--- src/rtl/bfp_pkg.sv ---
// -----------------------------------------------------------------------------
// bfp_pkg
// Shared definitions for the block-floating-point shift-amount stream.
//   shw_f   : default signed shift-amount width for a given sample width
//   state_t : frame accumulator state (IDLE = counter 0, ACCUM = mid-frame)
//   shamt_t : internal signed shift amount, wide enough for any legal WIDTH
// -----------------------------------------------------------------------------
package bfp_pkg;

    // Widest shift amount needed: WIDTH=32 -> $clog2(32)+1 = 6 bits.
    localparam int SHW_MAX = 6;

    function automatic int shw_f(input int width);
        return $clog2(width) + 1;
    endfunction

    typedef enum logic {
        IDLE  = 1'b0,
        ACCUM = 1'b1
    } state_t;

    typedef logic signed [SHW_MAX-1:0] shamt_t;

endpackage

--- src/rtl/bfp_shamt_stream_cls_unit.sv ---
// -----------------------------------------------------------------------------
// cls_unit
// Combinational count-leading-sign: number of consecutive bits directly below
// the MSB that equal the MSB. Result range 0..WIDTH-1.
//   data_i : WIDTH-bit sample
//   cls_o  : leading sign-bit count (excluding the MSB itself)
// -----------------------------------------------------------------------------
module cls_unit #(
    parameter int WIDTH = 16,
    parameter int CW    = $clog2(WIDTH)
) (
    input  logic [WIDTH-1:0] data_i,
    output logic [CW-1:0]    cls_o
);

    logic run;

    always_comb begin
        cls_o = '0;
        run   = 1'b1;
        for (int unsigned k = 0; k < WIDTH - 1; k++) begin
            if (run && (data_i[WIDTH-2-k] == data_i[WIDTH-1])) begin
                cls_o = cls_o + CW'(1);
            end else begin
                run = 1'b0;
            end
        end
    end

endmodule

--- src/rtl/bfp_shamt_stream.sv ---
// -----------------------------------------------------------------------------
// bfp_shamt_stream
// Streaming normalisation-shift calculator with per-frame block exponent.
// Each accepted sample is passed through unchanged (1-cycle register slice)
// together with its signed normalisation shift min(CLS - GUARD, MAX_LSH).
// The minimum shift over a frame is reported as bexp_o with a one-cycle
// bexp_valid_o pulse; frame-length violations pulse frame_err_o.
//
// Ports
//   clk, rstn          : clock, synchronous active-high reset
//   s_axis_tvalid/tlast: input beat qualifiers, s_axis_tready back to source
//   data_i             : signed input sample
//   m_axis_tvalid/tlast: output beat qualifiers, m_axis_tready from sink
//   data_o             : registered copy of the accepted sample
//   shamt_o            : signed per-sample shift (+ left, - right)
//   bexp_o             : signed block shift of the last completed frame
//   bexp_valid_o       : one-cycle pulse qualifying bexp_o
//   frame_err_o        : one-cycle pulse on a frame-length violation
// -----------------------------------------------------------------------------
module bfp_shamt_stream
    import bfp_pkg::*;
#(
    parameter int WIDTH     = 16,
    parameter int GUARD     = 1,
    parameter int MAX_LSH   = WIDTH - 1 - GUARD,
    parameter int FRAME_LEN = 64,
    parameter int SHW       = shw_f(WIDTH)
) (
    input  logic                  clk,
    input  logic                  rstn,
    input  logic                  s_axis_tvalid,
    input  logic                  s_axis_tlast,
    output logic                  s_axis_tready,
    input  logic [WIDTH-1:0]      data_i,
    output logic                  m_axis_tvalid,
    output logic                  m_axis_tlast,
    input  logic                  m_axis_tready,
    output logic [WIDTH-1:0]      data_o,
    output logic signed [SHW-1:0] shamt_o,
    output logic signed [SHW-1:0] bexp_o,
    output logic                  bexp_valid_o,
    output logic                  frame_err_o
);

    localparam int CW  = $clog2(WIDTH);
    localparam int FCW = $clog2(FRAME_LEN);

    // ---------------------------------------------------------------- checks
    if (WIDTH < 8 || WIDTH > 32) begin : g_bad_width
        $error("bfp_shamt_stream: WIDTH %0d outside 8..32", WIDTH);
    end
    if (GUARD < 1 || GUARD > 3) begin : g_bad_guard
        $error("bfp_shamt_stream: GUARD %0d outside 1..3", GUARD);
    end
    if (MAX_LSH < 0 || MAX_LSH > WIDTH - 1 - GUARD) begin : g_bad_max_lsh
        $error("bfp_shamt_stream: MAX_LSH %0d outside 0..WIDTH-1-GUARD", MAX_LSH);
    end
    if (FRAME_LEN < 4 || FRAME_LEN > 4096 ||
        (FRAME_LEN & (FRAME_LEN - 1)) != 0) begin : g_bad_frame_len
        $error("bfp_shamt_stream: FRAME_LEN %0d not a power of two in 4..4096", FRAME_LEN);
    end
    if (SHW < shw_f(WIDTH) || SHW > SHW_MAX) begin : g_bad_shw
        $error("bfp_shamt_stream: SHW %0d cannot hold the shift range", SHW);
    end

    // ------------------------------------------------------------- CLS unit
    logic [CW-1:0] cls;

    cls_unit #(
        .WIDTH (WIDTH)
    ) u_cls (
        .data_i (data_i),
        .cls_o  (cls)
    );

    // ------------------------------------------------------- per-sample shift
    shamt_t raw_shift;
    shamt_t smp_shift;

    always_comb begin
        raw_shift = shamt_t'(cls) - shamt_t'(GUARD);
        smp_shift = (raw_shift > shamt_t'(MAX_LSH)) ? shamt_t'(MAX_LSH) : raw_shift;
    end

    // ------------------------------------------------------------ registers
    logic                  m_tvalid_q, m_tvalid_d;
    logic                  m_tlast_q,  m_tlast_d;
    logic [WIDTH-1:0]      data_q,     data_d;
    logic signed [SHW-1:0] shamt_q,    shamt_d;
    logic signed [SHW-1:0] bexp_q,     bexp_d;
    logic                  bexp_vld_q, bexp_vld_d;
    logic                  ferr_q,     ferr_d;
    logic [FCW-1:0]        cnt_q,      cnt_d;
    shamt_t                min_q,      min_d;
    state_t                state_q,    state_d;

    // ------------------------------------------------------------ handshake
    logic in_acc;
    logic out_acc;
    logic cnt_last;
    logic frame_end;

    // rstn term keeps the source unblocked during the very first reset cycle,
    // when the output register may still hold a beat; those beats are dropped.
    assign s_axis_tready = rstn || !m_tvalid_q || m_axis_tready;
    assign in_acc        = s_axis_tvalid && s_axis_tready;
    assign out_acc       = m_tvalid_q && m_axis_tready;
    assign cnt_last      = (cnt_q == FCW'(FRAME_LEN - 1));
    assign frame_end     = s_axis_tlast || cnt_last;

    // ---------------------------------------------------------- FSM process
    always_comb begin
        state_d = state_q;
        if (in_acc) begin
            state_d = frame_end ? IDLE : ACCUM;
        end
    end

    always_ff @(posedge clk) begin
        if (rstn) begin
            state_q <= IDLE;
        end else begin
            state_q <= state_d;
        end
    end

    // ----------------------------------------------------- datapath process
    shamt_t base_min;
    shamt_t new_min;

    always_comb begin
        m_tvalid_d = m_tvalid_q;
        m_tlast_d  = m_tlast_q;
        data_d     = data_q;
        shamt_d    = shamt_q;
        bexp_d     = bexp_q;
        bexp_vld_d = 1'b0;
        ferr_d     = 1'b0;
        cnt_d      = cnt_q;
        min_d      = min_q;

        // First beat of a frame folds against MAX_LSH, not a stale minimum.
        base_min = (state_q == IDLE) ? shamt_t'(MAX_LSH) : min_q;
        new_min  = (smp_shift < base_min) ? smp_shift : base_min;

        if (in_acc) begin
            m_tvalid_d = 1'b1;
            m_tlast_d  = s_axis_tlast;
            data_d     = data_i;
            shamt_d    = SHW'(smp_shift);
            if (frame_end) begin
                bexp_d     = SHW'(new_min);
                bexp_vld_d = 1'b1;
                // Error when tlast and the length boundary disagree.
                ferr_d     = (s_axis_tlast != cnt_last);
                cnt_d      = '0;
                min_d      = shamt_t'(MAX_LSH);
            end else begin
                cnt_d = cnt_q + FCW'(1);
                min_d = new_min;
            end
        end else if (out_acc) begin
            m_tvalid_d = 1'b0;
        end
    end

    always_ff @(posedge clk) begin
        if (rstn) begin
            m_tvalid_q <= 1'b0;
            m_tlast_q  <= 1'b0;
            data_q     <= '0;
            shamt_q    <= '0;
            bexp_q     <= '0;
            bexp_vld_q <= 1'b0;
            ferr_q     <= 1'b0;
            cnt_q      <= '0;
            min_q      <= shamt_t'(MAX_LSH);
        end else begin
            m_tvalid_q <= m_tvalid_d;
            m_tlast_q  <= m_tlast_d;
            data_q     <= data_d;
            shamt_q    <= shamt_d;
            bexp_q     <= bexp_d;
            bexp_vld_q <= bexp_vld_d;
            ferr_q     <= ferr_d;
            cnt_q      <= cnt_d;
            min_q      <= min_d;
        end
    end

    // -------------------------------------------------------------- outputs
    assign m_axis_tvalid = m_tvalid_q;
    assign m_axis_tlast  = m_tlast_q;
    assign data_o        = data_q;
    assign shamt_o       = shamt_q;
    assign bexp_o        = bexp_q;
    assign bexp_valid_o  = bexp_vld_q;
    assign frame_err_o   = ferr_q;

endmodule

--- config.mk ---
export PLATFORM = sky130hd
export DESIGN_NAME = bfp_shamt_stream
export DESIGN_NICKNAME = d
export VERILOG_FILES = /design/src/rtl/bfp_pkg.sv /design/src/rtl/bfp_shamt_stream_cls_unit.sv /design/src/rtl/bfp_shamt_stream.sv
export SDC_FILE = /design/constraint.sdc
export NUM_CORES = 1
export LEC_CHECK = 0
export BUFFER_PORTS_ARGS = -buffer_cell sky130_fd_sc_hd__buf_2
export CORE_MARGIN = 2
export CORE_UTILIZATION = 36
export DETAILED_ROUTE_END_ITERATION = 6
export SLEW_MARGIN = 20
export SYNTH_ARGS = -nofsm -noshare
export SYNTH_HDL_FRONTEND = slang
export SYNTH_SLANG_ARGS = --single-unit
--- constraint.sdc ---
create_clock -name clk -period 10.75 [get_ports clk]
set_input_delay 2.15 -clock clk [delete_from_list [all_inputs] [get_ports clk]]
set_output_delay 2.15 -clock clk [all_outputs]
set_load 0.005 [all_outputs]
==> impl.org, run 1 <==
** Power
- VDD sags by at most 0.0000669 V.
- Static leakage power :: 1.68 nW
- Pwr dens :: 108 mW/mm²

** Place
- The count of buffers added on input and output ports is 51.
- At the end of routability-driven placement, the weighted congestion stood at 0.878.
- Once placement finished, the instance area stood at 0.00390 mm².
- At the placement stage, the worst setup path has a slack of 0.0209 ns.
- Placed Instances :: 644
- HPWL after detailed placement :: 6840 µm

** Synth
- Seq/Total Area, Yosys :: 24.3%
- Counting every net in the synthesized netlist gives 522.
- Synthesis produced 480 cells.
- Count of flip-flops with a built-in enable after synthesis :: 0
- Yosys mapped the design onto 69 distinct sky130hd cell types.
- Most frequently used flop master after synthesis :: sky130_fd_sc_hd__dfxtp_1
- Synthesized flop and latch total :: 43
- The Yosys step of the flow raised 0 warnings.
- For this run, asynchronously set or reset flops after synthesis account for 0%.
- Summing every instance area after synthesis gives 0.00355 mm².
- Dividing the synthesized area by the synthesized cell count gives 7.39 µm².

** Finish
- After the last flow step, the layout net total stands at 560.
- The count of cells in the finished layout, fillers not included, comes to 652.
- The filler cells instantiated in the layout total 1,024.
- Synth-to-layout area growth :: 13.5%
- The finished cells cover 0.00403 mm².
- Proportion of layout cells with a drive suffix above 1 :: 18.5%
- Number of inserted diodes :: 0

** Die
- The core region is 0.00968 mm².
- Number of top-level pins :: 52
- Row generation in the floorplan step produced 36 rows.
- Horizontal die dimension :: 103 µm
- In this run the vertical extent of the chip is 103 µm.
- Die area :: 0.0107 mm²
- Effective utilization at floorplan :: 36.6%

** Hold path
- Type of the tightest min-delay check :: register to register

** STA
- Minimum setup slack in the final design :: 0.554 ns
- The clock arrives with 0.00984 ns of skew.
- The final count of hold timing violations is 0.
- Final Setup Violations :: 0
- Count of pins over their slew limit :: 0
- Hold Worst Slack :: 0.452 ns
- In the finished design, the share of the clock period the worst path needs comes to 94.8%.
- In this run the tightest slew margin relative to its limit is 50.5%.
- After layout, the minimum clock period comes to 10.20 ns.
- Transition time at the pin with the least slew margin :: 0.740 ns
- Based on the critical path, the design can be clocked at up to 98.1 MHz.

** Clock network
- Clock tree from TritonCTS :: done
- Clock transition at path regs :: 0.09 ns
- Maximum count of clock buffers along a single path :: 2
- Hold repair after CTS inserted 0 buffers.
- Clock Tree Root :: sky130_fd_sc_hd__clkbuf_8
- CTS Buf Count :: 5
- Number of H-tree branching levels :: 2
- Worst-Skew Late Latency :: 0.31 ns
- Clk sinks :: 43
- Post-CTS timing repair inserted 0 buffers for setup.
- The number of gates resized after CTS was 0.

** Global routing
- The first global-routing pass estimated 15,400 µm of wire.
- The number of global-route vias before repair is 3,187.
- Entering global routing, the biggest net connects 33 pins.
- Number of antenna violations at the first check in global routing :: 0
- Across every metal layer, demand over resource in global routing totals 18.0%.
- For this run the aggregate overflow at the end of global routing stands at 0.

** Worst setup path
- STA classifies the critical path startpoint as an input pin.
- Of all nets on the critical path, the largest fanout is 9.
- Arrival time worst endpoint :: 10.44 ns
- Setup Crit Path Kind :: input pin to register
- Critical Path RT :: 11.00 ns
- The largest single stage delay on the critical path is 0.41 ns.
- Type of element capturing the critical path :: register
- Among all stages on the critical path, the largest delay is contributed by sky130_fd_sc_hd__a211o_2.
- The most numerous cell type found on the critical path is sky130_fd_sc_hd__ha_1.

** Status
- The flow ran to the end, and the final reports show no timing, DRC or antenna violations.

** Drt
- Total length of routed wires :: 9270 µm
- The pre-antenna-repair detailed-routing pass consisted of 4 iterations.
- Detailed-route via count :: 3,492
- Dividing the detail-routed via count by the number of cells gives 5.36.
- Remaining antenna violation count after routing :: 0
- Wire length per cell after detailed routing :: 14.2 µm
- Drt initial violations :: 144
- Number of design rule violations left after detail routing :: 0

** Run
- The tool flagged a number of max-cap violations equal to 0.
[cell usage after synthesis (all sizes together) (8+ instances only)]
master / number / area (µm²)
a211oi: 9 / 80.1
a21oi: 38 / 190
and2: 8 / 50.1
buf: 10 / 62.6
clkbuf: 18 / 67.6
dfxtp: 43 / 861
ha: 21 / 263
inv: 19 / 71.3
mux2i: 10 / 113
nand2: 79 / 297
nand3: 15 / 75.1
nand4: 10 / 62.6
nor2: 40 / 153
nor2b: 11 / 68.8
nor3: 13 / 65.1
o21ai: 20 / 104
xnor2: 12 / 120
[cells in the final DEF, fill, tap and decap left out, types with 9 or more instances in the layout]
cell and n:
sky130_fd_sc_hd__a21oi_1 37, sky130_fd_sc_hd__mux2i_1 9, sky130_fd_sc_hd__nand2_1 79, sky130_fd_sc_hd__o21ai_0 16, sky130_fd_sc_hd__buf_2 51, sky130_fd_sc_hd__nor3_1 13, sky130_fd_sc_hd__nand4_1 10, sky130_fd_sc_hd__ha_1 20
sky130_fd_sc_hd__nor2b_1 11, sky130_fd_sc_hd__xnor2_1 10, sky130_fd_sc_hd__nand3_1 15, sky130_fd_sc_hd__inv_1 19, sky130_fd_sc_hd__dfxtp_1 43, sky130_fd_sc_hd__nor2_1 39
[critical path: cells and delay by family]
family	cells	cell delay, ns
AO/OA/AOI/OAI	17	3.01
XOR/XNOR	3	0.59
adder cells (fa/ha/maj)	8	2.37
buffers and inverters	4	0.37
multiplexers	2	0.60
AND/OR/NAND/NOR	10	1.33
[sequential cells by signal (all words and copies together), names as in the netlist]
name / cells
bexp_valid_o: 1
cnt_q: 6
min_q: 6
data_o: 16
state_q: 1
bexp_o: 5
frame_err_o: 1
m_axis_tvalid: 1
m_axis_tlast: 1
shamt_o: 5
[routing by layer]
metal	global-route usage, %	routed length (µm)
met2	30.6	4400
met4	4.66	97
met1	24.1	4410
met3	2.62	365
met5	0	0
[cell type report]
cell class / instances / area (µm²) / share of cell area, %
multi-input cells: 390 / 2500 / 62.1
clock buffers: 5 / 68.8 / 1.71
clock inverters: 3 / 43.8 / 1.09
inverters: 19 / 71.3 / 1.77
flip-flops and latches: 43 / 861 / 21.4
repair buffers: 59 / 315 / 7.83
well taps: 133 / 166 / 4.13
[where the power goes]
group          total (mW)  internal [mW]  switching [mW]
combinational       0.133         0.0532          0.0794
clock               0.129         0.0692          0.0600
sequential          0.174          0.168         0.00526
total               0.435          0.291           0.145
[worst paths after layout]
check                                       startpoint                     end  slack, ns  cells after the start
worst max-delay path                        data_i[14]   min_q[2]$_SDFFE_PP1P_       0.55                     44
worst min-delay path            bexp_o[1]$_SDFFE_PP0P_  bexp_o[1]$_SDFFE_PP0P_       0.45                      2
worst max register to register    state_q$_SDFFE_PP0P_   min_q[2]$_SDFFE_PP1P_       8.35                      8
worst min register to register  bexp_o[1]$_SDFFE_PP0P_  bexp_o[1]$_SDFFE_PP0P_       0.45                      2
[per-stage QoR]
step / power [mW] / setup TNS [ns] / util [%]
after floorplan: 0.269 / 0 / -
after global placement: 0.304 / 0 / 40.3
after detailed placement: 0.307 / 0 / 40.3
after CTS: 0.436 / 0 / 41.5
after global routing: 0.463 / -0.143 / 41.6
final: 0.435 / 0 / 41.6
[cells by family (layout without fill, tap and decap cells)]
group                    Yosys count  count (layout)  share of synthesized area, %
flip-flops                        43              43                          24.3
XOR/XNOR                          19              19                          5.11
adder cells (fa/ha/maj)           21              21                          7.41
AO/OA/AOI/OAI                    118             118                          22.0
multiplexers                      17              17                          5.50
AND/OR/NAND/NOR                  215             215                          30.0
buffers and inverters             47              86                          5.68
(Power assumes the default switching activity.)
==> inputs of run 2 (changes only) <==
==> constraint.sdc (replaced) <==
create_clock -name clk -period 10.75 [get_ports clk]
set_input_delay 1.075 -clock clk [delete_from_list [all_inputs] [get_ports clk]]
set_output_delay 1.075 -clock clk [all_outputs]
set_load 0.005 [all_outputs]
==> run 2 against run 1 <==
  * Cell area fell by 1.7%
  * First-iteration DRC count fell by 0.69%
  * Critical path depth rose by 1
  * Die area did not move
  * Worst hold slack improved by 0.0014 ns
  * Clock-buffer cell count rose by 1
  * Largest cell class unchanged
  * Highest routed layer unchanged
==> impl.org, run 2 (same netlist as run 1, synthesis figures left out) <==
** Status
- Status :: finished clean (unchanged)

** Die
- The number of top-level pins was 52 (unchanged).
- Die height :: 103 µm (unchanged)
- Placement Rows :: 36 (unchanged)
- The die footprint came to 0.0107 mm² (unchanged).
- The initial cell density of the core was 36.6% (unchanged).
- The x dimension of the die came to 103 µm (unchanged).
- Core Footprint :: 0.00968 mm² (unchanged)

** Power
- The power per cell area was 103 mW/mm² (was 108 mW/mm²).
- Static leakage power :: 1.64 nW (was 1.68 nW)
- Largest vdd supply drop :: 0.0000481 V (was 0.0000669 V)

** Finish
- Number of inserted diodes :: 0 (unchanged)
- Commonest non-fill, non-tap cell in the layout :: sky130_fd_sc_hd__nand2_1 (unchanged)
- Finished Layout Cells :: 648 (was 652)
- Most frequent cells in the layout: sky130_fd_sc_hd__nand2_1, sky130_fd_sc_hd__buf_2, sky130_fd_sc_hd__dfxtp_1 (unchanged).
- NumNets Final :: 556 (was 560)
- The ratio of cells with drive above 1 in the final layout is 17.1% (was 18.5%).
- The number of filler instances in the final layout came to 1,050 (was 1,024).
- The number of flip-flops under the largest register name came to 16 (unchanged).
- The synthesis-to-finish area growth was 11.6% (was 13.5%).
- The post-layout utilization of the core came to 40.9% (was 41.6%).

** Place
- The number of placed cells counting well taps came to 640 (was 644).
- Number of buffer cells added on primary ports :: 51 (unchanged)
- Setup slack at placement :: 0.671 ns (was 0.0209 ns)
- HPWL after detailed placement :: 6960 µm (was 6840 µm)
- The routability-driven placement congestion ratio was 0.913 (was 0.878).

** Hold path
- HP Start :: m_axis_tlast$_SDFFE_PP0P_ (was bexp_o[1]$_SDFFE_PP0P_)
- Cell count of the worst hold path :: 2 (unchanged)
- Worst Hold Endpoint :: m_axis_tlast$_SDFFE_PP0P_ (was bexp_o[1]$_SDFFE_PP0P_)
- Type of the tightest min-delay check :: register to register (unchanged)

** Worst setup path
- The source of the worst register-to-register timing path was state_q$_SDFFE_PP0P_ (unchanged).
- The critical path capture point type is a register (unchanged).
- Worst path max stage delay :: 0.50 ns (was 0.41 ns)
- The worst path required time came to 10.99 ns (was 11.00 ns).
- The slowest cell on the critical path was sky130_fd_sc_hd__buf_2 (was sky130_fd_sc_hd__a211o_2).
- Worst R2R Setup Slack :: 8.25 ns (was 8.35 ns)
- The worst endpoint data arrival time was 10.07 ns (was 10.44 ns).
- Cell count of the worst reg-to-reg path :: 8 (unchanged)
- Peak fanout along the critical path :: 36 (was 9)
- The worst reg2reg path endpoint was min_q[2]$_SDFFE_PP1P_ (unchanged).
- The startpoint kind of the worst setup timing path was an input pin (unchanged).
- The path type of the worst setup path is input pin to register (unchanged).
- The cell repeated most along the worst path is sky130_fd_sc_hd__ha_1 (unchanged).

** Clock network
- The number of buffers added for setup after CTS came to 0 (unchanged).
- Hold buffer count at cts :: 0 (unchanged)
- The number of clock sinks is 43 (unchanged).
- The worst-skew pair later-pin latency was 0.30 ns (was 0.31 ns).
- The TritonCTS clock tree was done (unchanged).
- The number of gates given a new drive strength after cts came to 0 (unchanged).
- Clock transition at path regs :: 0.09 ns (about the same)
- The library cell used as clock root buffer is sky130_fd_sc_hd__clkbuf_8 (unchanged).
- CTS Buf Count :: 5 (unchanged)
- The maximum level of the CTS H-tree is 2 (unchanged).
- Maximum count of clock buffers along a single path :: 2 (unchanged)

** Global routing
- Number of antenna violations at the first check in global routing :: 0 (unchanged)
- The number of global-route vias before repair came to 3,171 (was 3,187).
- All-layer global routing usage :: 17.7% (was 18.0%)
- The pin count of the biggest net entering global routing is 37 (was 33).
- The final global-route overflow total came to 0 (unchanged).
- First-pass GRT wire length :: 15,300 µm (was 15,400 µm)

** STA
- The worst-case setup margin in the final layout came to 0.919 ns (was 0.554 ns).
- The setup clock skew after layout was 0.0107 ns (was 0.00984 ns).
- Final hold vios :: 0 (unchanged)
- Worst slew margin relative to its limit :: 51.8% (was 50.5%)
- Period Utilization, post-route :: 91.5% (was 94.8%)
- Setup repair after global routing left no endpoint under its margin.
- Hold Worst Slack :: 0.454 ns (was 0.452 ns)
- Count of pins over their slew limit :: 0 (unchanged)
- Peak clock frequency supported by timing :: 102 MHz (was 98.1 MHz)
- The summed negative setup slack over all endpoints was 0 ns (unchanged).
- The final period demand of the worst path is 9.83 ns (was 10.20 ns).
- Final Setup Violations :: 0 (unchanged)
- The slew at the pin closest to its max-slew limit came to 0.721 ns (was 0.740 ns).

** Drt
- The average wire per standard cell was 14.4 µm (was 14.2 µm).
- The post-detailed-route DRC marker count came to 0 (unchanged).
- The number of optimization iterations in the first detailed-route pass is 4 (unchanged).
- The remaining antenna violation count after routing came to 0 (unchanged).
- The count of vias placed by the detailed router came to 3,534 (was 3,492).
- The DRC marker count from the first detailed-route iteration came to 143 (was 144).
- The vias per cell is 5.45 (was 5.36).
- Total length of routed wires :: 9300 µm (was 9270 µm)

** Run
- Max-cap check violation count :: 0 (unchanged)
[run 2: cell count changes in the layout (fill, tap and decap cells not counted), sizes merged]
cell,change
bufinv,-1
clkbuf,+1
clkinv,-1
buf,-4
clkinvlp,+1
[run 2: worst max path at each step]
stage,to,start,cells past startpoint,slack (ns)
2_1_floorplan,min_q[2]$_SDFFE_PP1P_,data_i[15],47,1.73
3_3_place_gp,min_q[2]$_SDFFE_PP1P_,data_i[15],44,0.97
3_5_place_dp,min_q[2]$_SDFFE_PP1P_,data_i[15],45,0.67
4_1_cts,min_q[2]$_SDFFE_PP1P_,data_i[15],45,0.99
5_1_grt,min_q[2]$_SDFFE_PP1P_,data_i[15],45,0.21
6_report,min_q[2]$_SDFFE_PP1P_,data_i[15],45,0.92
[run 2: metrics by stage]
stage          instance area (µm²)  power (mW)
2_1_floorplan                 3550       0.269
3_3_place_gp                  3870       0.302
3_5_place_dp                  3870       0.306
4_1_cts                       3960       0.410
5_1_grt                       3960       0.434
6_report                      3960       0.407
[run 2: where the power goes]
group / internal [mW] / total (mW) / switching (mW)
combinational: 0.0506 / 0.129 / 0.0786
sequential: 0.168 / 0.174 / 0.00537
clock: 0.0455 / 0.104 / 0.0581
total: 0.264 / 0.407 / 0.142
[run 2: cell type report]
| class | count | area [µm²] | share of cell area, % |
|---|---|---|---|
| flip-flops and latches | 43 | 861 | 21.8 |
| inverters | 19 | 71.3 | 1.80 |
| clock buffers | 6 | 72.6 | 1.83 |
| repair buffers | 55 | 285 | 7.21 |
| multi-input cells | 390 | 2490 | 62.9 |
| clock inverters | 2 | 12.5 | 0.316 |
| well taps | 133 | 166 | 4.20 |
[run 2: metal layers]
metal	GRT usage, %	up-vias	wire [µm]
met3	2.62	6	418
met2	31.0	75	4500
met4	2.73	0	74
met1	23.7	1674	4310
li1	-	1779	-
met5	0	-	0
[run 2: worst max-delay path: cells and delay by family]
kind | cells | cell delay (ns)
xor+xnor | 3 | 0.66
simple gates | 10 | 1.18
compound gates | 18 | 3.42
fa+ha+maj | 8 | 2.28
buf+inv | 4 | 0.92
mux | 2 | 0.55
==> inputs of run 3 (changes only) <==
--- a/config.mk
+++ b/config.mk
@@ -7,7 +7,7 @@
 export LEC_CHECK = 0
 export BUFFER_PORTS_ARGS = -buffer_cell sky130_fd_sc_hd__buf_2
 export CORE_MARGIN = 2
-export CORE_UTILIZATION = 36
+export CORE_UTILIZATION = 44
 export DETAILED_ROUTE_END_ITERATION = 6
 export SLEW_MARGIN = 20
 export SYNTH_ARGS = -nofsm -noshare
==> run 3 against run 2 <==
  * Sequential share of layout area is 0.062 points higher
  * Die area is 18% lower
  * Wire length is 3.0% lower
  * Sequential power hardly changed
  * Via count hardly changed
  * Non-clock buffer count stayed put
  * First-iteration DRC count is 5.6% lower
  * Critical endpoint unchanged
  * Largest power group unchanged
==> impl.org, run 3 (same netlist as run 1, synthesis figures left out) <==
** Die
- Core Footprint :: 0.00777 mm² (was 0.00968 mm²)
- Die height :: 93.8 µm (was 103 µm)
- The standard-cell row count came to 32 (was 36).
- Die area :: 0.00880 mm² (was 0.0107 mm²)
- The initial cell density of the core came to 45.7% (was 36.6%).
- The x dimension of the die came to 93.8 µm (was 103 µm).
- The number of top-level pins came to 52 (unchanged).

** Worst setup path
- The path type of the worst setup path is input pin to register (unchanged).
- The cell depth of the worst flop-to-flop path was 7 (was 8).
- Critical path origin :: data_i[14] (was data_i[15])
- Arrival time worst endpoint :: 9.94 ns (was 10.07 ns)
- The source of the worst register-to-register timing path is state_q$_SDFFE_PP0P_ (unchanged).
- Peak fanout along the critical path :: 12 (was 36)
- Worst setup path endpoint :: min_q[2]$_SDFFE_PP1P_ (unchanged)
- Critical-path top delay cell :: sky130_fd_sc_hd__o22ai_1 (was sky130_fd_sc_hd__buf_2)
- The worst path required time is 10.99 ns (about the same).
- The startpoint kind of the worst setup timing path was an input pin (unchanged).
- The reg-to-reg setup timing slack came to 8.13 ns (was 8.25 ns).
- Type of element capturing the critical path :: register (unchanged)
- The worst reg2reg path endpoint was min_q[2]$_SDFFE_PP1P_ (unchanged).
- Worst path max stage delay :: 0.71 ns (was 0.50 ns)
- The cell repeated most along the worst path is sky130_fd_sc_hd__ha_1 (unchanged).

** Clock network
- The largest buffer count on any clock path was 2 (unchanged).
- The TritonCTS clock tree is done (unchanged).
- Number of gates resized after cts :: 0 (unchanged)
- CTS Buf Count :: 5 (unchanged)
- Clk sinks :: 43 (unchanged)
- Setup repair bufs after CTS :: 0 (unchanged)
- The maximum level of the CTS H-tree was 2 (unchanged).
- Clock transition at path regs :: 0.08 ns (was 0.09 ns)
- Hold buffer count at cts :: 0 (unchanged)
- Clock Tree Root :: sky130_fd_sc_hd__clkbuf_8 (unchanged)
- Worst-Skew Late Latency :: 0.30 ns (about the same)

** STA
- Period Utilization, post-route :: 90.3% (was 91.5%)
- Setup Skew :: 0.00655 ns (was 0.0107 ns)
- Final hold vios :: 0 (unchanged)
- The final count of negative-setup-slack endpoints is 0 (unchanged).
- The maximum clock frequency came to 103 MHz (was 102 MHz).
- Setup repair after global routing missed its margin :: no (unchanged)
- Minimum setup slack in the final design :: 1.04 ns (was 0.919 ns)
- Shortest period the worst path allows :: 9.71 ns (was 9.83 ns)
- Transition time at the pin with the least slew margin :: 0.864 ns (was 0.721 ns)
- The max-slew violation count is 0 (unchanged).
- Aggregate negative setup slack :: 0 ns (unchanged)
- Worst slew margin relative to its limit :: 42.4% (was 51.8%)

** Global routing
- The number of global-route vias before repair came to 3,219 (was 3,171).
- Number of antenna violations at the first check in global routing :: 0 (unchanged)
- The final global-route overflow total came to 0 (unchanged).
- Largest net degree at the start of global routing :: 34 (was 37)
- First-pass GRT wire length :: 15,200 µm (was 15,300 µm)
- The overall global routing resource usage came to 21.0% (was 17.7%).

** Place
- Setup slack at placement :: 0.850 ns (was 0.671 ns)
- The routability-driven placement congestion ratio was 0.923 (was 0.913).
- HPWL after detailed placement :: 6610 µm (was 6960 µm)
- Number of buffer cells added on primary ports :: 51 (unchanged)
- The number of placed cells counting well taps is 609 (was 640).

** Finish
- The filler-free cell count of the finished design came to 617 (was 648).
- Number of inserted diodes :: 0 (unchanged)
- Most frequent cells in the layout: sky130_fd_sc_hd__nand2_1, sky130_fd_sc_hd__buf_2, sky130_fd_sc_hd__dfxtp_1 (unchanged).
- Proportion of layout cells with a drive suffix above 1 :: 17.3% (was 17.1%)
- Number of flip-flops in the largest register :: 16 (unchanged)
- Commonest non-fill, non-tap cell in the layout :: sky130_fd_sc_hd__nand2_1 (unchanged)
- The synthesis-to-finish area growth is 11.3% (was 11.6%).
- The post-layout utilization of the core was 50.8% (was 40.9%).
- NumNets Final :: 556 (unchanged)

** Power
- The switching share of total power is 33.0% (was 34.9%).
- Static leakage power :: 1.66 nW (was 1.64 nW)
- The total power draw came to 0.429 mW (was 0.407 mW).
- Largest vdd supply drop :: 0.0000519 V (was 0.0000481 V)
- Reported net switching power :: 0.142 mW (about the same)
- The combinational group share of total power was 29.7% (was 31.8%).
- The power per cell area is 109 mW/mm² (was 103 mW/mm²).
- The register share of total power is 40.5% (was 42.7%).
- The internal power is 0.287 mW (was 0.264 mW).
- The clock share of power came to 29.8% (was 25.5%).

** Drt
- Routed length on met2 :: 4040 µm (was 4500 µm)
- Number of design rule violations left after detail routing :: 0 (unchanged)
- The met3 wirelength from detailed routing was 420 µm (was 418 µm).
- The final wirelength was 9020 µm (was 9300 µm).
- The average wire per standard cell was 14.6 µm (was 14.4 µm).
- DR pass1 iterations :: 4 (unchanged)
- Vias/cell :: 5.73 (was 5.45)
- The highest routed metal layer was met4 (unchanged).
- The remaining antenna violation count after routing is 0 (unchanged).
- The DRC marker count from the first detailed-route iteration was 135 (was 143).
- The met1 wire length is 4440 µm (was 4310 µm).
- Detailed-route via count :: 3,533 (was 3,534)

** Run
- Max-cap check violation count :: 0 (unchanged)

** Hold path
- Type of the tightest min-delay check :: register to register (unchanged)

** Status
- Status: finished clean (unchanged).
## run 3: power groups by stage
stage                     sequential (mW)  combinational [mW]  clock (mW)
after global routing                0.175               0.143       0.139
after floorplan                     0.177              0.0918           0
final                               0.174               0.127       0.128
after CTS                           0.174               0.126       0.131
after detailed placement            0.177               0.125           0
after global placement              0.177               0.124           0
## run 3: metal layers
| metal | vias to the layer above | global-route usage [%] |
|---|---|---|
| li1 | 1790 | - |
| met1 | 1636 | 29.4 |
| met2 | 95 | 33.6 |
| met3 | 12 | 3.69 |
| met4 | 0 | 5.07 |
| met5 | - | 0 |
## run 3: critical path, delay by kind of cell
kind,cells,cell delay [ns]
mux,2,0.58
fa+ha+maj,8,2.29
xor+xnor,3,0.68
compound gates,17,3.61
buf+inv,3,0.31
simple gates,10,1.38
## run 3: area by class of cell
type,count,area (µm²)
fill,811,3820
multi-input combinational,390,2490
sequential,43,861
timing repair buffer,55,285
tap,102,128
inverter,19,71.3
clock buffer,5,68.8
clock inverter,3,43.8
## run 3: per-stage QoR
| step | instance area [µm²] | hold slack, ns |
|---|---|---|
| after floorplan | 3550 | 0.449 |
| after global placement | 3830 | 0.438 |
| after detailed placement | 3830 | 0.444 |
| after CTS | 3950 | 0.456 |
| after global routing | 3950 | 0.471 |
| final | 3950 | 0.453 |
## run 3: worst min-delay path by stage
stage / startpoint / end / slack (ns) / cells after the start
after floorplan: cnt_q[1]$_SDFFE_PP0P_ / cnt_q[1]$_SDFFE_PP0P_ / 0.45 / 2
after global placement: bexp_o[1]$_SDFFE_PP0P_ / bexp_o[1]$_SDFFE_PP0P_ / 0.44 / 2
after detailed placement: data_o[4]$_SDFFE_PP0P_ / data_o[4]$_SDFFE_PP0P_ / 0.44 / 2
after CTS: data_o[4]$_SDFFE_PP0P_ / data_o[4]$_SDFFE_PP0P_ / 0.46 / 2
after global routing: data_o[1]$_SDFFE_PP0P_ / data_o[1]$_SDFFE_PP0P_ / 0.47 / 2
final: data_o[1]$_SDFFE_PP0P_ / data_o[1]$_SDFFE_PP0P_ / 0.45 / 2
